===== src/rtl/seg_pkg.sv =====
// Shared types and helpers for the seven-segment scan controller.
package seg_pkg;

  localparam int unsigned NIBBLE_W   = 4;
  localparam int unsigned MAX_DIGITS = 32;

  typedef logic [NIBBLE_W-1:0] nibble_t;

  // Caller slices the low num_digits bits; out-of-range idx yields all zeros.
  function automatic logic [MAX_DIGITS-1:0] onehot(input int unsigned idx,
                                                   input int unsigned num_digits);
    logic [MAX_DIGITS-1:0] oh;
    oh = '0;
    if (idx < num_digits && idx < MAX_DIGITS) begin
      oh[idx] = 1'b1;
    end
    return oh;
  endfunction

endpackage


===== src/rtl/seven_seg_scanner_if.sv =====
// Display-side bundle between a value source (master) and the scan controller (slave).
interface seven_seg_scanner_if #(
    parameter int unsigned NUM_DIGITS = 4
);
    import seg_pkg::*;

    logic [NIBBLE_W*NUM_DIGITS-1:0] value;
    logic [NUM_DIGITS-1:0]          digit_en;
    logic                           blank_lz;
    nibble_t                        bcd;
    logic [NUM_DIGITS-1:0]          an;
    logic                           frame_tick;

    modport master (
        output value, digit_en, blank_lz,
        input  bcd, an, frame_tick
    );

    modport slave (
        input  value, digit_en, blank_lz,
        output bcd, an, frame_tick
    );

endinterface


===== src/rtl/refresh_divider.sv =====
// Free-running modulo-REFRESH_DIV counter; slot_end_o marks the last cycle of each period.
module refresh_divider #(
    parameter int unsigned REFRESH_DIV = 100000
) (
    input  logic clk,
    input  logic rst_n,
    output logic slot_end_o
);

    localparam int unsigned DIV_W = $clog2(REFRESH_DIV + 1);
    localparam logic [DIV_W-1:0] LastDiv = DIV_W'(REFRESH_DIV - 1);

    logic [DIV_W-1:0] div_q, div_d;

    assign slot_end_o = (div_q == LastDiv);

    always_comb begin
        div_d = div_q + 1'b1;
        if (slot_end_o) begin
            div_d = '0;
        end
    end

    always_ff @(posedge clk or negedge rst_n) begin
        if (!rst_n) begin
            div_q <= '0;
        end else begin
            div_q <= div_d;
        end
    end

endmodule


===== src/rtl/seven_seg_scanner.sv =====
// Time-multiplexed scan controller for a common-anode 7-segment display with a frame-coherent
// shadow value, per-digit enable and leading-zero blanking.
module seven_seg_scanner
    import seg_pkg::*;
#(
    parameter int unsigned NUM_DIGITS  = 4,
    parameter int unsigned REFRESH_DIV = 100000
) (
    input logic                clk,
    input logic                rst_n,
    seven_seg_scanner_if.slave bus_io
);

    localparam int unsigned IdxW = (NUM_DIGITS > 1) ? $clog2(NUM_DIGITS) : 1;
    localparam logic [IdxW-1:0] LastIdx = IdxW'(NUM_DIGITS - 1);

    logic                           slot_end;
    logic                           frame_end;
    logic [IdxW-1:0]                idx_q, idx_d;
    logic [NIBBLE_W*NUM_DIGITS-1:0] shadow_q, shadow_d;
    nibble_t                        bcd_q;
    logic [NUM_DIGITS-1:0]          en_q, en_d;
    logic [NUM_DIGITS-1:0]          an_q;
    logic                           frame_tick_q;
    logic [NUM_DIGITS-1:0]          lz;
    logic [NUM_DIGITS-1:0]          lit;
    logic [MAX_DIGITS-1:0]          idx_oh;
    logic                           upper_zero;

    refresh_divider #(
        .REFRESH_DIV(REFRESH_DIV)
    ) u_refresh_divider (
        .clk       (clk),
        .rst_n     (rst_n),
        .slot_end_o(slot_end)
    );

    assign frame_end = slot_end && (idx_q == LastIdx);

    always_comb begin
        idx_d    = idx_q;
        shadow_d = shadow_q;
        if (slot_end) begin
            idx_d = frame_end ? '0 : idx_q + 1'b1;
        end
        if (frame_end) begin
            shadow_d = bus_io.value;
        end
    end

    // Walk from the top digit down; a digit is a leading zero while everything above it is zero.
    always_comb begin
        lz         = '0;
        upper_zero = 1'b1;
        for (int i = NUM_DIGITS - 1; i >= 0; i--) begin
            upper_zero = upper_zero && (shadow_q[i*NIBBLE_W +: NIBBLE_W] == '0);
            lz[i]      = bus_io.blank_lz && (i != 0) && upper_zero;
        end
    end

    assign lit    = bus_io.digit_en & ~lz;
    assign idx_oh = onehot(32'(idx_q), NUM_DIGITS);
    assign en_d   = idx_oh[NUM_DIGITS-1:0] & lit;

    // an trails bcd by one cycle to line up with the decoder's registered seg output.
    always_ff @(posedge clk or negedge rst_n) begin
        if (!rst_n) begin
            idx_q        <= '0;
            shadow_q     <= '0;
            bcd_q        <= '0;
            en_q         <= '0;
            an_q         <= '1;
            frame_tick_q <= 1'b0;
        end else begin
            idx_q        <= idx_d;
            shadow_q     <= shadow_d;
            bcd_q        <= shadow_q[idx_q*NIBBLE_W +: NIBBLE_W];
            en_q         <= en_d;
            an_q         <= ~en_q;
            frame_tick_q <= frame_end;
        end
    end

    assign bus_io.bcd        = bcd_q;
    assign bus_io.an         = an_q;
    assign bus_io.frame_tick = frame_tick_q;

endmodule


===== src/flat_wrapper.sv =====
// flat-port wrapper written by rule: the top's interface ports become plain ports
module seven_seg_scanner_flat import seg_pkg::*;
#(
    parameter int unsigned NUM_DIGITS  = 4,
    parameter int unsigned REFRESH_DIV = 100000
)
  (clk, rst_n, bus_io_value, bus_io_digit_en, bus_io_blank_lz, bus_io_bcd, bus_io_an, bus_io_frame_tick);
  seven_seg_scanner_if #(.NUM_DIGITS(NUM_DIGITS)) bus_io_i ();
  input logic clk;
  input logic rst_n;
  input wire logic [$bits(bus_io_i.value)-1:0] bus_io_value;
  input wire logic [$bits(bus_io_i.digit_en)-1:0] bus_io_digit_en;
  input wire logic [$bits(bus_io_i.blank_lz)-1:0] bus_io_blank_lz;
  output wire logic [$bits(bus_io_i.bcd)-1:0] bus_io_bcd;
  output wire logic [$bits(bus_io_i.an)-1:0] bus_io_an;
  output wire logic [$bits(bus_io_i.frame_tick)-1:0] bus_io_frame_tick;
  assign bus_io_i.value = bus_io_value;
  assign bus_io_i.digit_en = bus_io_digit_en;
  assign bus_io_i.blank_lz = bus_io_blank_lz;
  assign bus_io_bcd = bus_io_i.bcd;
  assign bus_io_an = bus_io_i.an;
  assign bus_io_frame_tick = bus_io_i.frame_tick;
  seven_seg_scanner #(.NUM_DIGITS(NUM_DIGITS), .REFRESH_DIV(REFRESH_DIV)) u_core (.clk(clk), .rst_n(rst_n), .bus_io(bus_io_i));
endmodule

===== config.mk =====
export PLATFORM = sky130hd
export DESIGN_NAME = seven_seg_scanner_flat
export DESIGN_NICKNAME = d
export VERILOG_FILES = /design/src/rtl/seg_pkg.sv /design/src/rtl/seven_seg_scanner_if.sv /design/src/rtl/refresh_divider.sv /design/src/rtl/seven_seg_scanner.sv /design/src/flat_wrapper.sv
export SDC_FILE = /design/constraint.sdc
export NUM_CORES = 1
export LEC_CHECK = 0
export BUFFER_PORTS_ARGS = -buffer_cell sky130_fd_sc_hd__buf_2
export CORE_MARGIN = 2
export CORE_UTILIZATION = 30
export DETAILED_ROUTE_END_ITERATION = 10
export PLACE_DENSITY = 0.6
export RECOVER_POWER = 100
export SLEW_MARGIN = 5
export SYNTH_ARGS = -nofsm -noshare
export SYNTH_HDL_FRONTEND = slang
export SYNTH_SLANG_ARGS = --single-unit

===== constraint.sdc =====
create_clock -name clk -period 2 [get_ports clk]
set_input_delay 0.4 -clock clk [delete_from_list [all_inputs] [get_ports clk]]
set_output_delay 0.4 -clock clk [all_outputs]
set_load 0.02 [all_outputs]

==> results of run 1 <==
critical path: stages (launching register included):
cell	delay, ns
dfrtp_1	0.42
or4b_4	0.54
nor4_4	0.27
buf_6	0.17
nand2_4	0.11
mux2_4	0.33
cell families (layout without fill, tap and decap cells):
group	after synthesis	after routing	synth area share (%)
AND/OR/NAND/NOR	54	55	15.43
XOR/XNOR	14	14	5.816
flip-flops	48	48	57.21
AO/OA/AOI/OAI	6	6	1.484
buffers and inverters	13	58	2.670
multiplexers	20	20	14.42
adder cells (fa/ha/maj)	5	5	2.967
cells in the mapped netlist (all sizes together):
master,number
nand4bb,1
mux4,4
xnor2,5
dfrtp,44
a31oi,1
nand2,11
nor4bb,1
clkbuf,3
inv,9
and3,2
dfstp,4
nor4,6
nand4b,3
o21ai,3
and4,2
nor2,12
xor2,9
and2,2
mux2,16
ha,5
buf,1
or4b,1
nand4,4
a21oi,2
nand3,5
or3,3
nor2b,1
state kept, by name, indices dropped and copies added (netlist names):
register                        flops
u_core.en_q                         4
u_core.bus_io.bcd                   4
u_core.shadow_q                    16
u_core.u_refresh_divider.div_q     17
u_core.bus_io.an                    4
u_core.bus_io.frame_tick            1
u_core.idx_q                        2
routing by layer:
metal  global-route usage (%)  vias up  wire [um]
met5                        0        -          0
met3                    3.582        2        137
met2                    17.84       23       1869
li1                         -      655          -
met4                    3.776        0         35
met1                    15.88      660       1956
repair_timing:
item | in CTS | in global routing
resized for setup | 0 | 4
endpoints found under the hold margin | 0 | 0
setup buffers | 0 | 1
setup endpoints to repair | 0 | 2
area by class of cell:
| type | instances | share of cell area [%] |
|---|---|---|
| repair buffers | 41 | 8.222 |
| clock inverters | 2 | 1.387 |
| inverters | 9 | 1.337 |
| clock buffers | 6 | 2.873 |
| multi-input cells | 100 | 33.68 |
| well taps | 96 | 4.755 |
| flip-flops and latches | 48 | 47.75 |
power by group through the flow:
stage / combinational, mW / sequential, mW / clock, mW
final: 0.0768 / 1.01 / 0.682
after global routing: 0.0860 / 1.01 / 0.742
after CTS: 0.0889 / 1.01 / 0.698
after detailed placement: 0.0888 / 1.03 / 0
after global placement: 0.0873 / 1.03 / 0
after floorplan: 0.0273 / 1.03 / 0
worst paths after layout:
| path | start | to | depth (start not counted) |
|---|---|---|---|
| max in group asynchronous | rst_n | u_core.en_q[0] | 2 |
| setup / recovery | u_core.u_refresh_divider.div_q[12] | u_core.shadow_q[11] | 5 |
| min in group clk | bus_io_digit_en[2] | u_core.en_q[2] | 3 |
| setup reg to reg | u_core.u_refresh_divider.div_q[12] | u_core.shadow_q[11] | 5 |
| hold reg to reg | u_core.en_q[3] | u_core.bus_io.an[3] | 1 |
| hold / removal | rst_n | u_core.bus_io.frame_tick | 1 |
==> reports/summary.txt, run 1 <==
Final Critical Period: 1.940 ns
Lkg Pwr: 1.131 nW
DR iter-0 viols: 44
WHS: 0.2816 ns
share of layout cells above drive strength 1: 27.18%
clock share of power: 38.6%
final hold viol count: 0
worst hold path class: in2async
# nets final: 233
Finished Cell Area: 2526 um^2
H-Tree Depth: 2
synth unique cells: 31
FILL cells: 676
most common cell after layout, fill and taps aside: dfrtp_1
Vias/cell: 4.437
CTS root buffer: clkbuf_8
setup ws final: 0.05985 ns
TritonCTS buffer count: 5
Comb power frac: 4.3%
TNS Setup: 0 ns
Initial Util: 31.03%
pin count of the biggest net entering global routing: 29
area of the core: 6794 um^2
Internal Power: 1.402 mW
WS Path Type: reg2reg
hold_buf cts: 0
Multi-input gate area: 850.8 um^2
Slew HR: 27.07%
NetSw: 365.4 uW
Final Core Density: 37.18%
Port Buffers: 31
Worst-Margin Slew: 1.094 ns
Post-Syn Instances: 160
Peak Freq: 515.4 MHz
GRT overflow: 0
RSZ-0062 raised after global routing: false
Post-DP HPWL: 2902 um
Power, Total: 1.767 mW
die area: 7714 um^2
number of global-route vias before repair: 1426
Initial DRT Pass Iterations: 6
Die X: 87.83 um
All-Layer GR Usage: 11.67%
syn_area_per_cell: 13.18 um^2
initial antenna violation count: 0
Seq cells post-synth: 48
Arr. time, crit path: 2.13 ns
Max Fanout on Critical Path: 8
most frequent cells in the layout: dfrtp_1 (44), buf_2 (21), clkbuf_1 (14)
clk_skew: 0.008950 ns
Period Utilization, post-route: 97.01%
syn nets: 188
Register Area: 1206 um^2
CTS sink count: 48
Data required, critical path: 2.19 ns
num rows: 30
Synth top area share: 52.23%
clock-pin slew on the worst setup and hold paths: 0.09 ns
Synth area leader: dfrtp_1
maxcap violations: 0
Worst VDD drop: 0.2210 mV
Layout area overhead: 19.82%
Critical Path Start Type: flop
nature of the critical path endpoint: flop
placed cell areas: 2441 um^2
vias post-DR: 1340
status: finished, final reports clean
r2r setup slk: 0.06 ns
final setup fails: 0
# diodes: 0
DRC: 0
number of I/O pins: 32
warnings from Yosys: 0
final max-slew violation count: 0
Post-DRT Antenna Nets: 0
deepest clock path buffer count: 2
fin cells: 302
Placer Congestion: 0.7955
top post-synthesis cells by area: dfrtp_1 (52%), mux2_4 (6.4%), dfstp_2 (5.0%), mux4_2 (4.3%), xor2_1 (3.7%)
sequential fraction of the synthesis area: 57.21%
cell area after synthesis: 2108 um^2
CTS tree: done
Flop pwr share: 57.0%
drt wl/cell: 13.24 um
routed wire length: 3999 um
placed cells: 292
pre-CTS setup slack: 0.1034 ns
Sw Share: 20.68%
global-route wire length before repair: 6872 um
die height: 87.83 um
Skew-Pair Late Insertion Delay: 0.29 ns
Power Dens Cells: 699.5 nW/um^2
(Power assumes the default switching activity.)
==> inputs of run 2 (changes only) <==
- clock period: 2 -> 1.63 ns (I/O delays scaled with it)
==> reports/summary.txt, run 2 (same netlist as run 1, synthesis figures left out) <==
Port Buffers: 31 (unchanged)
vias post-DR: 1457 (+8.7%)
die area: 7714 um^2 (unchanged)
CTS tree: done
Vias/cell: 4.483 (+1.0%)
drt wl/cell: 13.92 um (+5.1%)
Hold Path Depth: 2
Slew HR: 31.99% (+4.9 points)
CTS sink count: 48 (unchanged)
most frequent cells in the layout: dfrtp_1 (44), buf_4 (24), buf_2 (21)
number of I/O pins: 32 (unchanged)
# diodes: 0 (unchanged)
final max-slew violation count: 0 (unchanged)
status: finished with violations
Layout area overhead: 34.07%
Worst-Margin Slew: 1.020 ns (-0.07387 ns)
Peak Freq: 545.3 MHz (+5.8%)
share of layout cells above drive strength 1: 41.92% (+15 points)
setup ws final: -0.2040 ns (-0.2638 ns)
GRT overflow: 0 (unchanged)
final hold viol count: 0 (unchanged)
Critical Path Start Type: flop
DR iter-0 viols: 120 (+170%)
num rows: 30 (unchanged)
failing checks: negative setup slack
Power Dens Cells: 798.1 nW/um^2 (+14%)
Reg2Reg Depth: 5 (unchanged)
most flop-heavy register: u_core.u_refresh_divider.div_q
Max Fanout on Critical Path: 9 (+1)
H-Tree Depth: 2 (unchanged)
die height: 87.83 um (unchanged)
Data required, critical path: 1.82 ns (-0.37 ns)
clk_skew: 0.01018 ns (+0.001228 ns)
fin cells: 325 (+7.6%)
WS Path Type: reg2reg
CTS root buffer: clkbuf_8
number of global-route vias before repair: 1511 (+6.0%)
Lkg Pwr: 1.326 nW (+17%)
Power, Total: 2.256 mW (+28%)
pre-CTS setup slack: -0.2433 ns (-0.3467 ns)
most common cell after layout, fill and taps aside: dfrtp_1
maxcap violations: 0 (unchanged)
RSZ-0062 raised after global routing: true
deepest clock path buffer count: 2 (unchanged)
Post-DRT Antenna Nets: 0 (unchanged)
DRC: 0 (unchanged)
max FFs per register: 17 (unchanged)
area of the core: 6794 um^2 (unchanged)
final setup fails: 21 (+21)
global-route wire length before repair: 7403 um (+7.7%)
routed wire length: 4524 um (+13%)
pin count of the biggest net entering global routing: 19 (-34%)
# nets final: 256 (+9.9%)
clock-pin slew on the worst setup and hold paths: 0.09 ns (about the same)
Post-DP HPWL: 3303 um (+14%)
nature of the critical path endpoint: flop
Top Registers: u_core.u_refresh_divider.div_q: 17 flops, u_core.shadow_q: 16 flops
Placer Congestion: 0.8679 (+9.1%)
Initial Util: 31.03% (unchanged)
placed cells: 311 (+6.5%)
worst hold path class: in2reg
All-Layer GR Usage: 12.79% (+1.1 points)
Arr. time, crit path: 2.03 ns (-0.10 ns)
initial antenna violation count: 0 (unchanged)
Skew-Pair Late Insertion Delay: 0.31 ns (+0.02 ns)
Die X: 87.83 um (unchanged)
Final Critical Period: 1.834 ns (-0.1062 ns)
Period Utilization, post-route: 112.5% (+16 points)
Initial DRT Pass Iterations: 4 (-2)
TritonCTS buffer count: 5 (unchanged)
Worst VDD drop: 0.3580 mV (+62%)
==> run 2: final cells by class <==
cell class	instances	area, um^2
clock buffer	6	82.58
clock inverter	2	38.79
fill	661	3968
inverter	9	33.78
multi-input combinational	100	949.7
sequential	48	1206
tap	96	120.1
timing repair buffer	64	395.4
==> run 2: per-stage QoR <==
step	hold WS, ns	utilization [%]	TNS (ns)	cell area [um^2]
global route	0.2245	41.60	-6.174	2826
floorplan	0.03041	-	-3.834	2118
global placement	0.2906	37.94	-3.066	2577
finish	0.2307	41.60	-3.092	2826
CTS	0.2169	40.29	-3.130	2738
detailed placement	0.2930	37.94	-3.593	2577
==> run 2: layer usage <==
layer	up-vias	track usage [%]	routed length [um]
met1	723	17.37	2114
met5	-	0	0
met2	35	19.63	2159
met4	0	5.874	62
met3	5	2.733	188
li1	694	-	-
==> run 2: worst paths after layout <==
check	to	slack [ns]	startpoint
setup / recovery	u_core.shadow_q[5]	-0.20	u_core.u_refresh_divider.div_q[13]
hold / removal	u_core.en_q[0]	0.23	bus_io_digit_en[0]
setup reg to reg	u_core.shadow_q[5]	-0.20	u_core.u_refresh_divider.div_q[13]
hold reg to reg	u_core.bus_io.an[3]	0.35	u_core.en_q[3]
max in group asynchronous	u_core.u_refresh_divider.div_q[16]	0.18	rst_n
min in group asynchronous	u_core.shadow_q[4]	0.70	rst_n
==> run 2: report_power, final <==
part / total (mW) / switching [mW] / internal, mW
logic: 0.107 / 0.0499 / 0.0569
registers: 1.24 / 0.0191 / 1.22
clock network: 0.911 / 0.409 / 0.502
==> run 2: what timing repair did <==
action | 4_1_cts | 5_1_grt
gates resized for setup | 3 | 21
endpoints found under the hold margin | 11 | 0
gates cloned | 1 | 0
setup buffers | 1 | 4
endpoints found under the setup margin | 18 | 27
hold buffers | 1 | 0
pin swaps | 1 | 7
==> run 2: critical path, stage by stage, from the launching register on <==
cell and delay [ns]:
dfrtp_1 0.40, or4b_4 0.55, nor4_4 0.15, buf_6 0.17
nand2_8 0.10, mux2_1 0.34
